--- src/rtl/spike_rate_monitor_if.sv ---
// Bundle between the membrane-potential decoder side and the spike/rate monitor.
// The master drives potential and threshold; the slave publishes spikes and rate.
interface spike_rate_monitor_if #(
    parameter int WIDTH = 8,
    parameter int CNT_W = 8
);
    logic [WIDTH-1:0] V_mem;
    logic [WIDTH-1:0] thresh;
    logic             spike;
    logic             in_refrac;
    logic [CNT_W-1:0] rate;
    logic             rate_valid;

    modport master (
        output V_mem,
        output thresh,
        input  spike,
        input  in_refrac,
        input  rate,
        input  rate_valid
    );

    modport slave (
        input  V_mem,
        input  thresh,
        output spike,
        output in_refrac,
        output rate,
        output rate_valid
    );
endinterface

--- src/rtl/spike_rate_monitor.sv ---
// Threshold-crossing spike detector with refractory period and re-arm hysteresis,
// plus a fixed-window saturating spike-rate counter. All outputs are registered.
module spike_rate_monitor #(
    parameter int WIDTH  = 8,
    parameter int REFRAC = 4,
    parameter int WINDOW = 1000,
    parameter int CNT_W  = 8
) (
    input  logic                 clk,
    input  logic                 rst_n,
    spike_rate_monitor_if.slave  mon
);
    localparam int RC_W = (REFRAC > 1) ? $clog2(REFRAC) : 1;
    localparam int WC_W = $clog2(WINDOW);

    typedef enum logic [1:0] {
        ST_ARMED  = 2'b00,
        ST_REFRAC = 2'b01,
        ST_REARM  = 2'b10
    } state_t;

    state_t            state_r;
    state_t            next_s;
    logic [RC_W-1:0]   rcnt_r;
    logic              fire_s;
    logic              spike_s;
    logic              in_refrac_s;
    logic              spike_r;
    logic              in_refrac_r;
    logic [WC_W-1:0]   wcnt_r;
    logic [CNT_W-1:0]  scount_r;
    logic [CNT_W-1:0]  sum_s;
    logic [CNT_W-1:0]  rate_r;
    logic              rate_valid_r;

    // Increment that sticks at all-ones instead of wrapping.
    function automatic logic [CNT_W-1:0] sat_inc(input logic [CNT_W-1:0] v, input logic inc);
        logic [CNT_W-1:0] r;
        if (inc && (v != {CNT_W{1'b1}})) begin
            r = v + CNT_W'(1);
        end else begin
            r = v;
        end
        return r;
    endfunction

    assign fire_s = (mon.V_mem >= mon.thresh);
    assign sum_s  = sat_inc(scount_r, spike_r);

    // FSM state register.
    always_ff @(posedge clk) begin
        if (rst_n) begin
            state_r <= ST_ARMED;
        end else begin
            state_r <= next_s;
        end
    end

    // Next-state logic; REARM waits for a dip below threshold before re-arming.
    always_comb begin
        next_s = state_r;
        case (state_r)
            ST_ARMED: begin
                if (fire_s) next_s = ST_REFRAC;
                else        next_s = ST_ARMED;
            end
            ST_REFRAC: begin
                if (rcnt_r == RC_W'(0)) next_s = ST_REARM;
                else                    next_s = ST_REFRAC;
            end
            ST_REARM: begin
                if (!fire_s) next_s = ST_ARMED;
                else         next_s = ST_REARM;
            end
            default: next_s = ST_ARMED;
        endcase
    end

    // Output decode, registered below so the pins never see comparator glitches.
    always_comb begin
        spike_s     = 1'b0;
        in_refrac_s = 1'b0;
        case (state_r)
            ST_ARMED:  spike_s     = fire_s;
            ST_REFRAC: in_refrac_s = 1'b1;
            ST_REARM:  spike_s     = 1'b0;
            default: begin
                spike_s     = 1'b0;
                in_refrac_s = 1'b0;
            end
        endcase
    end

    // Refractory down-counter, loaded on the firing edge.
    always_ff @(posedge clk) begin
        if (rst_n) begin
            rcnt_r <= RC_W'(0);
        end else if ((state_r == ST_ARMED) && fire_s) begin
            rcnt_r <= RC_W'(REFRAC - 1);
        end else if ((state_r == ST_REFRAC) && (rcnt_r != RC_W'(0))) begin
            rcnt_r <= rcnt_r - RC_W'(1);
        end else begin
            rcnt_r <= rcnt_r;
        end
    end

    // Registered spike and refractory flags.
    always_ff @(posedge clk) begin
        if (rst_n) begin
            spike_r     <= 1'b0;
            in_refrac_r <= 1'b0;
        end else begin
            spike_r     <= spike_s;
            in_refrac_r <= in_refrac_s;
        end
    end

    // Free-running window; a spike on the terminal cycle closes into the ending window.
    always_ff @(posedge clk) begin
        if (rst_n) begin
            wcnt_r       <= WC_W'(0);
            scount_r     <= {CNT_W{1'b0}};
            rate_r       <= {CNT_W{1'b0}};
            rate_valid_r <= 1'b0;
        end else if (wcnt_r == WC_W'(WINDOW - 1)) begin
            wcnt_r       <= WC_W'(0);
            scount_r     <= {CNT_W{1'b0}};
            rate_r       <= sum_s;
            rate_valid_r <= 1'b1;
        end else begin
            wcnt_r       <= wcnt_r + WC_W'(1);
            scount_r     <= sum_s;
            rate_r       <= rate_r;
            rate_valid_r <= 1'b0;
        end
    end

    assign mon.spike      = spike_r;
    assign mon.in_refrac  = in_refrac_r;
    assign mon.rate       = rate_r;
    assign mon.rate_valid = rate_valid_r;
endmodule

--- src/flat_wrapper.sv ---
// flat-port wrapper written by rule: the top's interface ports become plain ports
module spike_rate_monitor_flat 
#(
    parameter int WIDTH  = 8,
    parameter int REFRAC = 4,
    parameter int WINDOW = 1000,
    parameter int CNT_W  = 8
)
  (clk, rst_n, mon_V_mem, mon_thresh, mon_spike, mon_in_refrac, mon_rate, mon_rate_valid);
  spike_rate_monitor_if #(.WIDTH(WIDTH), .CNT_W(CNT_W)) mon_i ();
  input  logic clk;
  input  logic rst_n;
  input wire logic [$bits(mon_i.V_mem)-1:0] mon_V_mem;
  input wire logic [$bits(mon_i.thresh)-1:0] mon_thresh;
  output wire logic [$bits(mon_i.spike)-1:0] mon_spike;
  output wire logic [$bits(mon_i.in_refrac)-1:0] mon_in_refrac;
  output wire logic [$bits(mon_i.rate)-1:0] mon_rate;
  output wire logic [$bits(mon_i.rate_valid)-1:0] mon_rate_valid;
  assign mon_i.V_mem = mon_V_mem;
  assign mon_i.thresh = mon_thresh;
  assign mon_spike = mon_i.spike;
  assign mon_in_refrac = mon_i.in_refrac;
  assign mon_rate = mon_i.rate;
  assign mon_rate_valid = mon_i.rate_valid;
  spike_rate_monitor #(.WIDTH(WIDTH), .REFRAC(REFRAC), .WINDOW(WINDOW), .CNT_W(CNT_W)) u_core (.clk(clk), .rst_n(rst_n), .mon(mon_i));
endmodule
--- config.mk ---
export PLATFORM = sky130hd
export DESIGN_NAME = spike_rate_monitor_flat
export DESIGN_NICKNAME = d
export VERILOG_FILES = /design/src/rtl/spike_rate_monitor_if.sv /design/src/rtl/spike_rate_monitor.sv /design/src/flat_wrapper.sv
export SDC_FILE = /design/constraint.sdc
export NUM_CORES = 1
export LEC_CHECK = 0
export CELL_PAD_IN_SITES_DETAIL_PLACEMENT = 0
export CELL_PAD_IN_SITES_GLOBAL_PLACEMENT = 1
export CORE_ASPECT_RATIO = 1.1
export CORE_MARGIN = 2
export CORE_UTILIZATION = 46
export CTS_CLUSTER_SIZE = 20
export DETAILED_ROUTE_END_ITERATION = 6
export DONT_BUFFER_PORTS = 1
export PLACE_DENSITY = 0.79
export SYNTH_ARGS = -nofsm -noshare
export SYNTH_HDL_FRONTEND = slang
export SYNTH_SLANG_ARGS = --single-unit
--- constraint.sdc ---
create_clock -name clk -period 1.5 [get_ports clk]
set_input_delay 0.3 -clock clk [delete_from_list [all_inputs] [get_ports clk]]
set_output_delay 0.3 -clock clk [all_outputs]
set_load 0.01 [all_outputs]
==> results_dict.tcl <==
set metrics [dict create \
    drtPass1Iterations 4 \
    drt-initial-drc-count 40 \
    cts_buffer_depth 2 \
    final_area_mm2 0.00170 \
    irDropWorstVdd_v 0.000485 \
    yosys.area.top_type "dfxtp_1" \
    tightest_slew_ns 0.291 \
    vias 1213 \
    syn-instance-count 169 \
    n_antenna_cell 0 \
    ys.flop_type "dfxtp_1" \
    ctsHoldBuffers 0 \
    synth_top_area_frac 0.436 \
    dpl-instance-area_mm2 0.00163 \
    fin_util 0.547 \
    fp.dieH_um 64.2 \
    placed_cells 212 \
    crit_path_end_kind "flip-flop" \
    finClkSkew_ns 0.00524 \
    outcome "finished, final reports clean" \
    io_buffer_count 0 \
    synth_most_common_cell "dfxtp_1" \
    grt_pass1_wl_um 4960 \
    root_buffer "clkbuf_4" \
    cp_data_arrival_time_ns 1.61 \
    fin_crit_sh 0.924 \
    die_area_mm2 0.00377 \
    clk_latency_ns 0.33 \
    wl_um 2910 \
    io_pins 29 \
    seq_area_frac_synth 0.436 \
    setup_slack_ns 0.114 \
    std_cell_rows 21 \
    final_nets 214 \
    ys_ff_latch 33 \
    core_region_area_mm2 0.00310 \
    clock-sinks 33 \
    ys_top_cells_by_count "dfxtp_1, nor2_1, inv_1" \
    grt_max_degree 11 \
    grt_pass1_vias 1200 \
    layout.cells.non_filler 219 \
    p_leak_nw 0.677 \
    cts.clk_slew.worst_paths_ns 0.08 \
    area_delta_synth_final_pct 12.0 \
    route.detailed.drc 0 \
    fmax_mhz 721 \
    via_per_inst 5.54 \
    start_util 0.489 \
    hold_viol 0 \
    overflow 0 \
    wire_per_inst_um 13.3 \
    gp_congestion 0.878 \
    crit_path_start_kind "flip-flop" \
    setup_viol 0 \
    period_needed_ns 1.39 \
    hold_class "in -> reg" \
    worstSetupPathType "reg -> reg" \
    critPathMaxFanout 5 \
    place_ws_ns 0.00164 \
    syn_nets 198 \
    cts_buffers 5 \
    fin_tns_setup_ns 0 \
    place_hpwl_um 2330 \
    grt_antenna_before_repair 0 \
    synth-edff-count 0 \
    die_w_um 58.7 \
    cts_tree "yes" \
    h-tree-depth 2 \
    multiInputGateArea_um2 779 \
    final_layout_size_suffix_gt1_frac 0.135 \
    critPathRequiredTime_ns 1.73 \
    max_slew_margin 0.804 \
    synthTopCellsByArea "dfxtp_1, ha_1, nor2_1" \
    syn_area_mm2 0.00152 \
    maxSlewViolCount 0 \
    fillCellCount 291 \
    syn_avg_cell_area_um2 8.97 \
    synth_cell_type_count 31 \
    yosys_warnings 0 \
    cellPowerDensity_mw_per_mm2 975 \
    seqCellArea_um2 662 \
    r2r_slack_ns 0.11 \
    async_reset_ff_frac 0 \
    maxCapViolations 0 \
    ant_nets 0 \
    grt_use_total 0.175 \
]
## what timing repair did
action | CTS | global route
resized for setup | 1 | 5
cloned | 0 | 0
setup buffers | 0 | 0
setup endpoints to repair | 2 | 22
## area by class of cell
class                   count  share of cell area
multi-input cells         116               0.459
repair buffers             13              0.0575
well taps                  34              0.0251
flip-flops and latches     33               0.390
inverters                  16              0.0354
clock buffers               7              0.0324
## cell usage in the layout, fill, tap and decap left out, types with 3 or more instances in the layout
master	count
dfxtp_1	32
nor2_1	22
inv_1	16
buf_4	13
nand3_1	10
ha_1	10
o2bb2ai_1	8
nand2_1	8
nor3_1	6
xnor2_1	6
nand4_1	5
mux2i_1	5
o21ai_0	5
a21oi_1	5
clkbuf_4	5
xor2_1	3
## per-layer routing
metal,up-vias,routed length (um),GRT usage
li1,622,-,-
met1,565,1170,0.166
met2,17,1560,0.313
met3,9,120,0.0749
met4,0,61,0.0824
met5,-,0,0
## worst max-delay path, stage by stage, from the launching register on
cell and delay (ns):
dfxtp_2 0.35, ha_1 0.18, nand2_2 0.09, nor4_2 0.27
nor2_1 0.10, buf_4 0.16, and2_1 0.14
## registers in the layout, indices dropped and copies added (netlist names)
register               cells
u_core.mon.spike           1
u_core.rcnt_r              2
u_core.mon.in_refrac       1
u_core.scount_r            8
u_core.state_r             2
u_core.wcnt_r             10
u_core.mon.rate            8
u_core.mon.rate_valid      1
## stage by stage
stage / hold slack (ns) / total power, mW
floorplan: 0.417 / 1.13
global placement: 0.375 / 1.17
detailed placement: 0.379 / 1.18
CTS: 0.0188 / 1.67
global route: 0.00666 / 1.76
finish: 0.0325 / 1.65
## path summary, 6_finish.rpt
path               startpoint               end  depth (start not counted)
min                     rst_n  u_core.wcnt_r[2]                          1
max reg2reg  u_core.wcnt_r[0]  u_core.wcnt_r[1]                          6
max          u_core.wcnt_r[0]  u_core.wcnt_r[1]                          6
min reg2reg  u_core.wcnt_r[0]  u_core.wcnt_r[0]                          1
## kinds of logic after synthesis
group | Yosys count | share of synthesized area
AO/OA/AOI/OAI | 27 | 0.126
adder cells (fa/ha/maj) | 11 | 0.0908
buffers and inverters | 20 | 0.0570
XOR/XNOR | 9 | 0.0520
AND/OR/NAND/NOR | 64 | 0.206
multiplexers | 5 | 0.0330
flip-flops | 33 | 0.436
## power breakdown
group | internal (mW) | total, mW | switching [mW]
registers | 0.916 | 0.959 | 0.0429
clock network | 0.221 | 0.488 | 0.267
logic | 0.0979 | 0.208 | 0.110
total | 1.23 | 1.65 | 0.420
No activity file was read; power rests on OpenSTA's default activity.
